--- src/rtl/dkong3_audio_out.sv ---
// Audio output conditioner for the Donkey Kong 3 core.
// Holds the latest sound sample, resamples it at a fixed rate, applies a
// click-free gain ramp on mute/unmute and a coarse volume shift.
module dkong3_audio_out #(
    parameter int MUTE_CYCLES = 2097151,
    parameter int SAMPLE_DIV  = 512
) (
    input  logic        I_CLK_24M,
    input  logic        I_RESETn,
    input  logic [15:0] I_SAMPLE,
    input  logic        I_SAMPLE_VLD,
    input  logic        I_MUTE,
    input  logic [1:0]  I_VOL,
    output logic [15:0] O_AUDIO,
    output logic        O_STROBE,
    output logic        O_MUTED
);

    localparam int M_W = (MUTE_CYCLES > 1) ? $clog2(MUTE_CYCLES + 1) : 1;
    localparam int D_W = (SAMPLE_DIV > 1) ? $clog2(SAMPLE_DIV) : 1;

    localparam logic [M_W-1:0] M_INIT   = M_W'(MUTE_CYCLES);
    localparam logic [D_W-1:0] D_LAST   = D_W'(SAMPLE_DIV - 1);
    localparam logic [8:0]     G_FULL   = 9'd256;

    typedef enum logic [1:0] {
        ST_MUTE      = 2'd0,
        ST_RAMP_UP   = 2'd1,
        ST_RUN       = 2'd2,
        ST_RAMP_DOWN = 2'd3
    } state_t;

    state_t             state;
    state_t             state_next;
    logic [D_W-1:0]     div_cnt;
    logic [M_W-1:0]     mute_cnt;
    logic [8:0]         gain;
    logic [15:0]        hold;
    logic signed [24:0] product;
    logic signed [24:0] hold_ext;
    logic signed [24:0] gain_ext;
    logic [15:0]        audio_next;
    logic               tick;
    logic               tick_d;
    logic               mute_done;

    assign tick      = (div_cnt == D_LAST);
    assign mute_done = (mute_cnt == '0);

    // Operands widened to the product width so the multiply is exact and signed.
    assign hold_ext   = 25'($signed(hold));
    assign gain_ext   = $signed({16'd0, gain});
    // Gain product rescaled by 256, then attenuated by the volume shift.
    assign audio_next = 16'((product >>> 8) >>> I_VOL);

    // Sample-rate divider: free-running 0..SAMPLE_DIV-1.
    always_ff @(posedge I_CLK_24M or negedge I_RESETn) begin
        // NOTE: sequential state uses non-blocking assignments so every
        // register samples the pre-edge values of the others.
        if (!I_RESETn) div_cnt <= '0;
        else           div_cnt <= tick ? '0 : div_cnt + D_W'(1);
    end

    // Power-up mute timer: counts down once and parks at zero.
    always_ff @(posedge I_CLK_24M or negedge I_RESETn) begin
        if (!I_RESETn)       mute_cnt <= M_INIT;
        else if (!mute_done) mute_cnt <= mute_cnt - M_W'(1);
    end

    // Sample hold register, refreshed on every valid strobe.
    always_ff @(posedge I_CLK_24M or negedge I_RESETn) begin
        if (!I_RESETn)         hold <= '0;
        else if (I_SAMPLE_VLD) hold <= I_SAMPLE;
    end

    // FSM state register.
    always_ff @(posedge I_CLK_24M or negedge I_RESETn) begin
        if (!I_RESETn) state <= ST_MUTE;
        else           state <= state_next;
    end

    // FSM next-state logic; an unmute/mute request takes priority over
    // the ramp-end transition of the same clock.
    always_comb begin
        // NOTE: default first so every path assigns state_next and no latch is inferred.
        state_next = state;
        unique case (state)
            ST_MUTE: begin
                if (mute_done && !I_MUTE) state_next = ST_RAMP_UP;
            end
            ST_RAMP_UP: begin
                if (I_MUTE)
                    state_next = ST_RAMP_DOWN;
                else if (gain == G_FULL || (tick && gain == G_FULL - 9'd1))
                    state_next = ST_RUN;
            end
            ST_RUN: begin
                if (I_MUTE) state_next = ST_RAMP_DOWN;
            end
            ST_RAMP_DOWN: begin
                if (!I_MUTE && mute_done)
                    state_next = ST_RAMP_UP;
                else if (gain == 9'd0 || (tick && gain == 9'd1))
                    state_next = ST_MUTE;
            end
            default: state_next = ST_MUTE;
        endcase
    end

    // FSM outputs.
    always_comb begin
        O_MUTED = (state == ST_MUTE);
    end

    // Gain ramp: one step per tick, direction set by the current state.
    always_ff @(posedge I_CLK_24M or negedge I_RESETn) begin
        if (!I_RESETn) begin
            gain <= '0;
        end else begin
            unique case (state)
                ST_MUTE:      gain <= '0;
                ST_RAMP_UP:   if (tick && gain != G_FULL) gain <= gain + 9'd1;
                ST_RAMP_DOWN: if (tick && gain != 9'd0)   gain <= gain - 9'd1;
                default:      gain <= gain;
            endcase
        end
    end

    // Product stage: multiply the held sample by the pre-update gain on each tick.
    always_ff @(posedge I_CLK_24M or negedge I_RESETn) begin
        if (!I_RESETn) begin
            product <= '0;
            tick_d  <= 1'b0;
        end else begin
            tick_d <= tick;
            if (tick) product <= hold_ext * gain_ext;
        end
    end

    // Output stage: publish one scaled sample per period, silenced while muted.
    always_ff @(posedge I_CLK_24M or negedge I_RESETn) begin
        if (!I_RESETn) begin
            O_AUDIO  <= '0;
            O_STROBE <= 1'b0;
        end else begin
            O_STROBE <= tick_d;
            if (tick_d) O_AUDIO <= (state == ST_MUTE) ? 16'd0 : audio_next;
        end
    end

endmodule

--- config.mk ---
export PLATFORM = sky130hd
export DESIGN_NAME = dkong3_audio_out
export DESIGN_NICKNAME = d
export VERILOG_FILES = /design/src/rtl/dkong3_audio_out.sv
export SDC_FILE = /design/constraint.sdc
export NUM_CORES = 1
export LEC_CHECK = 0
export BUFFER_PORTS_ARGS = -buffer_cell sky130_fd_sc_hd__buf_2
export CAP_MARGIN = 25
export CORE_ASPECT_RATIO = 1.2
export CORE_MARGIN = 5
export CORE_UTILIZATION = 45
export CTS_CLUSTER_SIZE = 30
export DETAILED_ROUTE_END_ITERATION = 12
export HOLD_SLACK_MARGIN = 0.06
export SYNTH_ARGS = -nofsm -noshare
export SYNTH_HDL_FRONTEND = slang
export SYNTH_SLANG_ARGS = --single-unit
--- constraint.sdc ---
create_clock -name I_CLK_24M -period 8.5 [get_ports I_CLK_24M]
set_input_delay 1.7 -clock I_CLK_24M [delete_from_list [all_inputs] [get_ports I_CLK_24M]]
set_output_delay 1.7 -clock I_CLK_24M [all_outputs]
set_load 0.05 [all_outputs]
==> summary by stage, run 1 <==
Yosys
Sequential elements use 23.9% of the synthesized area. The dominant synthesized flop cell is sky130_fd_sc_hd__dfrtp_1. In this run the cell area of the synthesized design comes to slightly below 0.01 mm². After synthesis, the mean cell area works out to 9.45 µm².

After Yosys synthesis, XOR and XNOR cells account for around 3.4% of the synthesized area. The Yosys step of the flow raised 0 warnings. The synthesized netlist net count is 1235. After Yosys synthesis, and, or, nand and nor cells account for between 10% and 20% of the synthesized area. The netlist uses 70 different library cells. The flip-flop and latch count after synthesis is between 90 and 100. After Yosys synthesis, full adders, half adders and majority gates account for 32.5% of the synthesized area. Summing the areas of all compound-gate instances in the mapped netlist gives 10.4% of the synthesized area. The share of flip-flops with an asynchronous set or reset after synthesis is 100%.

The main combinational cell family by area after synthesis is adder cells. The proportion of synthesized area in mux cells is roughly 5.7%. Synthesis produced a netlist whose cell count is 1031.

The number of enable flip-flop cells after synthesis is 0.

CTS
The clock sink count is 92. The number of buffers created by CTS is 9. In this run the clock root is driven by a sky130_fd_sc_hd__clkbuf_16. For the worst-skew pair, the clock arrives at the later sink with an insertion delay of around 0.36 ns. The post-CTS setup repair buffer count is 0. The number of H-tree branching levels is 3. The hold-fix buffer count after cts is 0.

The clock passes through at most 2 buffers. In this run, post-CTS repair resized a total of 0 instances. The clock tree from TritonCTS is done. Clock-pin slew was measured on the worst setup and hold paths at 0.07 ns.

Worst setup path
The setup check on the worst reg-to-reg path leaves a slack of 2.52 ns. In this design, the critical path's most frequently occurring cell is sky130_fd_sc_hd__fa_1. The arrival time reported for the critical path endpoint is 6.23 ns. Among all stages on the critical path, the largest delay is contributed by sky130_fd_sc_hd__dfrtp_1. Counting cells, the worst reg-to-reg path comes to 16. The category of the most critical setup path is flop to flop. The required time of the worst setup path is around 9 ns. The number of logic stages on the critical path including buffering is 16.

In this design, the largest share of critical-path delay is due to adder cells. The buffer and inverter count on the worst path is 3. The worst setup path is launched from a flop. The endpoint class of the critical path is a flop. In this design, the stage delay of the slowest critical-path cell is roughly 0.9 ns. The largest driver fanout on the critical path is 25. Traced cell by cell, the critical path runs through nand2_1, fa_1, inv_1, fa_1, fa_1, fa_1, inv_1, fa_1, inv_1, ha_1, nand2_1, a2111oi_0, o41ai_1, a2111oi_2, nor4_1, o31ai_1.

Floorplanning
The effective utilization at floorplan is 45.4%. The core footprint is between 0.02 and 0.025 mm². The die is 144 µm wide. Pin placement for this block handled 40 I/O pins. The floorplan step set the die height to 171 µm. The floorplan die area is 0.0247 mm². In this run the core area contains 59 standard-cell rows.

Drt
The first TritonRoute pass finished after 6 iterations. For this run, design rule violations remaining after detail routing come to 0. In the final routed layout, each cell accounts on average for 16.5 µm. Across all layers, the routed design uses 6989 vias. After detailed routing, the number of vias per cell comes to 5.33.

The number of nets with antenna violations after detailed routing is 0. The detailed router finished its first iteration with approximately 450 violations. After detailed routing, the total wire length is 21.7 mm.

Global routing
The initial antenna violation count is 0. The first global-routing pass estimated around 37 mm of wire. The overall track demand over capacity in global routing is 18.7%. The largest net degree at the start of global routing is 56. The number of global-route vias before repair was between 7000 and 8000.

The total overflow left after global routing is 0.

Timing
The post-route worst hold slack is ~0.46 ns. The maximum operating frequency is 167 MHz. The actual slew at the worst max-slew pin is 0.974 ns. The number of endpoints with negative hold slack in the final report is 0.

Setup violations remaining at the end of the flow were counted as 0. Setup total negative slack on the finished layout was measured at 0 ns. Setup repair after global routing left no endpoint under its margin. For the finished layout, the period the worst path requires is between 5 and 6 ns. The worst max-slew margin expressed relative to the limit is 35.1%.

The number of pins with negative max-slew slack in the final report is 0. The worst clock skew is ~0.013 ns. The final critical-path share of the clock period is 70.3%.

Layout
The multi-input combinational cell area is 0.00654 mm². In the layout the commonest cells are sky130_fd_sc_hd__inv_1, sky130_fd_sc_hd__fa_1, sky130_fd_sc_hd__nand2_1, sky130_fd_sc_hd__dfrtp_1, sky130_fd_sc_hd__and2_1. The library cell used most frequently in the layout, excluding fill and tap cells, is sky130_fd_sc_hd__inv_1. The register area is 0.00233 mm².

Counting the fill cells in the layout gives 2037. Cells fill 48.5% of the core in the end. The number of cells in the finished layout apart from fillers is around 1300.

After the last flow step, the layout net total stands at roughly 1200. In the final layout, the share of cells above drive strength 1 is 12.2%. The antenna diode instance count is 0.

The area added between synthesis and finish is 6.82%.

Min path
The path type of the worst min-delay path is flop to flop. The instance count along the most critical hold path is 1.

Outcome
The run finished with clean final reports.

Place
The routability congestion estimate is 0.876. The total instance count after detailed placement is ~1300. The wire-length estimate of the detail-placed layout is roughly 17 mm. The number of buffer cells added on primary ports is 39.

Job
The max-capacitance violation count is 0.
## cell usage after synthesis, drive strengths merged (3+ instances only)
| cell type | number | area (µm²) |
|---|---|---|
| a41oi | 3 | 33.8 |
| dfstp | 21 | 552 |
| and3 | 9 | 56.3 |
| and4 | 3 | 26.3 |
| a31oi | 6 | 37.5 |
| dfrtp | 71 | 1780 |
| mux4 | 8 | 180 |
| o21ai | 22 | 110 |
| inv | 181 | 679 |
| nor4 | 9 | 71.3 |
| o21a | 7 | 52.6 |
| mux2i | 8 | 80.1 |
| a21o | 5 | 37.5 |
| a21oi | 44 | 220 |
| nor2b | 4 | 25.0 |
| o41ai | 3 | 26.3 |
| nand2 | 118 | 448 |
| nand3 | 9 | 45.0 |
| nand2b | 3 | 18.8 |
| nor3 | 12 | 60.1 |
| o31ai | 7 | 52.6 |
| clkbuf | 47 | 176 |
| a211o | 3 | 26.3 |
| mux2 | 26 | 293 |
| nand4 | 7 | 43.8 |
| buf | 5 | 20.0 |
| or3 | 5 | 36.3 |
| nor2 | 33 | 126 |
| o211ai | 4 | 30.0 |
| xor2 | 17 | 149 |
| and2 | 67 | 420 |
| fa | 118 | 2360 |
| a2111oi | 4 | 41.3 |
| ha | 64 | 801 |
| o22ai | 20 | 125 |
| or4 | 4 | 38.8 |
| a221oi | 6 | 52.6 |
| xnor2 | 21 | 184 |
## state kept, by name, summed over array words and instances (netlist names)
register / count
O_AUDIO: 16
O_STROBE: 1
div_cnt: 9
gain: 9
hold: 16
mute_cnt: 21
product: 17
state: 2
tick_d: 1
## cells by family after synthesis
logic type | count (synthesis)
AOI/OAI and AO/OA | 153
xor gates and xnor gates | 38
adders and majority gates | 182
buffers and inverters | 234
DFF | 92
muxes | 42
and+or+nand+nor | 290
## per-layer routing
layer | global-route usage [%] | wire [µm]
met1 | 25.2 | 9880
met2 | 32.1 | 10700
met3 | 2.56 | 718
met4 | 4.30 | 354
met5 | 0 | 0
## path summary, 6_finish.rpt
path | start | endpoint
max | gain[6] | product[22]
min | mute_cnt[20] | mute_cnt[20]
max reg2reg | gain[6] | product[22]
min reg2reg | mute_cnt[20] | mute_cnt[20]
max in group asynchronous | I_RESETn | product[23]
min in group asynchronous | I_RESETn | div_cnt[3]
## stage by stage
step	setup WS, ns	cell area [µm²]
6_report	2.52	10400
3_3_place_gp	2.68	10100
2_1_floorplan	2.83	9740
5_1_grt	2.12	10400
3_5_place_dp	2.56	10100
4_1_cts	2.53	10400
## cell type report
cell class | count | area share, %
well taps | 274 | 3.29
multi-input cells | 705 | 62.8
clock buffers | 9 | 2.16
inverters | 182 | 6.56
clock inverters | 7 | 0.697
flip-flops and latches | 92 | 22.4
repair buffers | 42 | 2.12
Power of run 1 is not shown: default switching activity piles up to over one toggle a cycle in this logic, so the estimate is an artifact.
==> run 2, diff against run 1 <==
--- a/config.mk
+++ b/config.mk
@@ -5,6 +5,7 @@
 export SDC_FILE = /design/constraint.sdc
 export NUM_CORES = 1
 export LEC_CHECK = 0
+export ABC_AREA = 1
 export BUFFER_PORTS_ARGS = -buffer_cell sky130_fd_sc_hd__buf_2
 export CAP_MARGIN = 25
 export CORE_ASPECT_RATIO = 1.2
==> constraint.sdc (replaced) <==
create_clock -name I_CLK_24M -period 5.45 [get_ports I_CLK_24M]
set_input_delay 1.09 -clock I_CLK_24M [delete_from_list [all_inputs] [get_ports I_CLK_24M]]
set_output_delay 1.09 -clock I_CLK_24M [all_outputs]
set_load 0.05 [all_outputs]
==> run 2 against run 1 <==
Register-to-register slack lost 2.3 ns. First-iteration DRC count fell by 27%. Fmax grew 14%. Worst hold slack better by 0.0074 ns. Via count rose by 16%. Sequential share of layout area decreased by 1.4 points. Final cell count is 25% higher. Sequential cell count did not move. Utilization grew 0.90 points. Routed wire length increased by 6.5%. Final area rose by 6.8%.
==> summary by stage, run 2 <==
Min path
The path class of the tightest hold or removal check is flop to flop.

CTS
Hold repair after CTS inserted 0 buffers. Clock-pin slew was measured on the worst setup and hold paths at ~0.080 ns. The post-cts repair resize count is 0. The post-CTS setup repair buffer count is 0.

The library cell used as clock root buffer is sky130_fd_sc_hd__clkbuf_16. The clock tree from TritonCTS is done. The clock tree synthesis step divided the H-tree into 3 levels.

The longest clock path from root to sink contains 2 buffers. The later-pin clock latency in the skew report is 0.35 ns. The clock sink count is slightly above 90. The number of buffers created by CTS is 9.

Yosys
The part of the Yosys area used for sequential elements is 22.6%. In this run, synthesis inferred 0 flip-flops with an integrated enable. The flip-flop and latch count after synthesis is 92. After synthesis, the most frequently instantiated cells are sky130_fd_sc_hd__nand2_1, sky130_fd_sc_hd__inv_1, sky130_fd_sc_hd__fa_1. Among all cell types in the netlist, the one instantiated most often is sky130_fd_sc_hd__nand2_1.

The area fraction of the dominant cell type after synthesis is 22.9%. The dominant synthesized flop cell is sky130_fd_sc_hd__dfrtp_1. Summed over all instances, the cell type with the most area after synthesis is sky130_fd_sc_hd__fa_1. The cell count after synthesis is ~1300. Yosys attributes the largest share of cell area to sky130_fd_sc_hd__fa_1, sky130_fd_sc_hd__dfrtp_1, sky130_fd_sc_hd__nand2_1. Summing every instance area after synthesis gives 0.0103 mm². Yosys printed 0 warnings.

After synthesis, the share of flip-flops with an asynchronous set or reset is 100%. The mean instance size in the synthesized netlist is 7.74 µm². The synthesized netlist net count is 1536.

The count of cell types in the netlist is 47.

Drt
The violation count after the first detailed-route iteration is 328. The number of search-and-repair iterations in the first detailed-routing pass is 4. Signal routing reaches up to met4. The mean routed wirelength per cell is 14.1 µm. Once detail routing completed, the nets flagged for antenna violations numbered 0. The routed design uses roughly 11 mm of met2 wire. After detailed routing, the total wire length is approximately 23 mm. The count of unresolved DRC violations after routing is 0. The total via count after detailed routing is 8116.

The routed metal-1 wire length is 10.7 mm. The detailed-route vias per instance is 4.96. Summed over all nets, wire length on met3 after detailed routing comes to roughly 750 µm.

Floorplanning
The total I/O pin count is 40. The floorplan die area is 0.0260 mm². The region available for standard cell placement spans 0.0225 mm². The die extent in y is ~180 µm.

The horizontal extent of the die is between 100 and 150 µm. Row generation in the floorplan step produced 60 rows. The initial utilization of the core area, before any placement, comes to 45.8%.

Power and ir drop
The internal cell power is between 2 and 2.5 mW. The post-route total power is 4.76 mW. Summed over all nets, the switching power comes to 2.44 mW. The leakage power summed over all cells is roughly 6.5 nW. The clock network burns around 14% of the power. Combinational cells account for 68.7% of the total power.

Of the total power, the share spent switching nets is roughly half. The highest ir drop seen on vdd is 0.259 mV. For this design the ratio of total power to cell area is around 430 mW/mm². Sequential cells account for 17.1% of the total power.

Worst setup path
STA puts the critical path data arrival time at 5.45 ns. Of all nets on the critical path, the largest fanout is 11. The category of the most critical setup path is flop to flop. The endpoint class of the critical path is a flop.

Data on the critical path is required at its endpoint by around 5.7 ns. The critical path startpoint category is a flop.

Timing
The number of pins with negative max-slew slack in the final report was 0. The actual slew at the worst max-slew pin is 0.713 ns. The final-layout setup total negative slack is 0 ns.

The worst max-slew margin expressed relative to the limit is 52.4%. The number of endpoints with negative hold slack in the final report is 0. The maximum operating frequency is about 190 MHz. The post-layout minimum cycle time is ~5.2 ns.

The worst path uses 95.8% of the clock period. Across the routed clock network, the largest skew measured is 0.0163 ns. The setup violation total in the final timing report is 0. Setup repair after global routing left no endpoint under its margin.

Layout
The largest registers in the layout are mute_cnt (21), product (17). At the end of the flow the core is filled with cells to approximately half. The number of cells in the finished layout apart from fillers is 1637. The flip-flop count of the largest register, all copies and words added is 21. The number of antenna diodes in the final layout is 0. The multi-input combinational cell area is 0.00662 mm². The register with the most flip-flops is mute_cnt.

The filler cells instantiated in the layout total about 2200. In the layout the commonest cells are sky130_fd_sc_hd__nand2_1, sky130_fd_sc_hd__inv_1, sky130_fd_sc_hd__fa_1, sky130_fd_sc_hd__dfrtp_1. The most common cell after layout, fill and taps aside is sky130_fd_sc_hd__nand2_1. The register area is between 0.002 and 0.0025 mm².

The area added between synthesis and finish is 7.84%. The fraction of final layout cells sized beyond drive strength 1 is 11.1%. In the final design database the tool counted 1557 nets.

Place
The number of buffer cells added on primary ports is 39. The total instance count after detailed placement is 1621. At the end of routability-driven placement, the weighted congestion stood at 0.869.

The wire-length estimate of the detail-placed layout is 18.6 mm.

Global routing
The largest net degree at the start of global routing is 55. The total overflow left after global routing is 0. The first global-routing pass estimated 41.0 mm of wire. The overall track demand over capacity in global routing is 19.0%. The number of global-route vias before repair was 8444. The initial antenna violation count is 0.

Outcome
The run finished with clean final reports.

Job
The max-capacitance violation count is 0.
==> run 2: cell count changes after synthesis, sizes merged, moves of 9 or more <==
cell	change
and2	-66
and3	-9
buf	+15
clkbuf	-18
inv	+122
mux2	-10
nand2	+227
nand3	+56
nor2	+39
o21ai	+49
o22ai	-17
xnor2	-11
==> run 2: cell families after synthesis <==
group / after synthesis / share of synthesized area, %
multiplexers: 24 / 2.52
XOR/XNOR: 27 / 2.29
flip-flops: 92 / 22.6
buffers and inverters: 353 / 13.2
adder cells (fa/ha/maj): 182 / 30.7
AO/OA/AOI/OAI: 128 / 7.00
AND/OR/NAND/NOR: 526 / 21.7
==> run 2: area by class of cell <==
cell class,instances,share of cell area (%)
clock buffers,10,2.06
clock inverters,6,0.698
inverters,304,10.3
multi-input cells,887,59.6
flip-flops and latches,92,21.0
well taps,279,3.14
repair buffers,59,3.24
==> run 2: path summary, 6_finish.rpt <==
check	startpoint	end	slack (ns)	cells past startpoint
min in group asynchronous	I_RESETn	product[19]	0.72	1
worst min register to register	div_cnt[0]	div_cnt[0]	0.46	1
worst max-delay path	gain[2]	product[19]	0.23	20
max in group asynchronous	I_RESETn	gain[6]	3.59	2
worst min-delay path	div_cnt[0]	div_cnt[0]	0.46	1
worst max register to register	gain[2]	product[19]	0.23	20
==> run 2: layer usage <==
layer | GRT usage (%) | up-vias
met2 | 33.0 | 120
met4 | 3.85 | 0
li1 | - | 4087
met1 | 25.7 | 3886
met5 | 0 | -
met3 | 2.40 | 23
==> run 2: through the flow <==
step                hold WS [ns]  setup WS, ns  area [µm²]
floorplan                  0.433         0.392       10300
global placement           0.455         0.191       10800
detailed placement         0.455         0.142       10800
CTS                        0.466         0.105       11100
global route               0.509        0.0124       11100
finish                     0.463         0.228       11100
==> run 2: power by group through the flow <==
stage | registers [mW] | logic, mW | clock network, mW
after floorplan | 0.752 | 2.54 | 0
after global placement | 0.822 | 3.23 | 0
after detailed placement | 0.824 | 3.28 | 0
after CTS | 0.811 | 3.30 | 0.697
after global routing | 0.821 | 3.83 | 0.725
final | 0.814 | 3.27 | 0.678
==> run 2: critical path: stages, from the launching register on <==
cell and delay (ns):
sky130_fd_sc_hd__dfrtp_2 0.54, sky130_fd_sc_hd__buf_4 0.23, sky130_fd_sc_hd__nand2_1 0.08, sky130_fd_sc_hd__fa_1 0.53
sky130_fd_sc_hd__inv_1 0.06, sky130_fd_sc_hd__fa_1 0.52, sky130_fd_sc_hd__fa_1 0.44, sky130_fd_sc_hd__fa_1 0.56
sky130_fd_sc_hd__inv_1 0.06, sky130_fd_sc_hd__fa_1 0.53, sky130_fd_sc_hd__inv_1 0.04, sky130_fd_sc_hd__ha_1 0.38
sky130_fd_sc_hd__nand2_1 0.14, sky130_fd_sc_hd__nor2_1 0.19, sky130_fd_sc_hd__inv_1 0.10, sky130_fd_sc_hd__nor3_1 0.22
sky130_fd_sc_hd__nand3_1 0.14, sky130_fd_sc_hd__nand3_1 0.11, sky130_fd_sc_hd__nand2_1 0.05, sky130_fd_sc_hd__nand3_1 0.07
sky130_fd_sc_hd__o21ai_0 0.09
No activity file was read; power rests on OpenSTA's default activity.
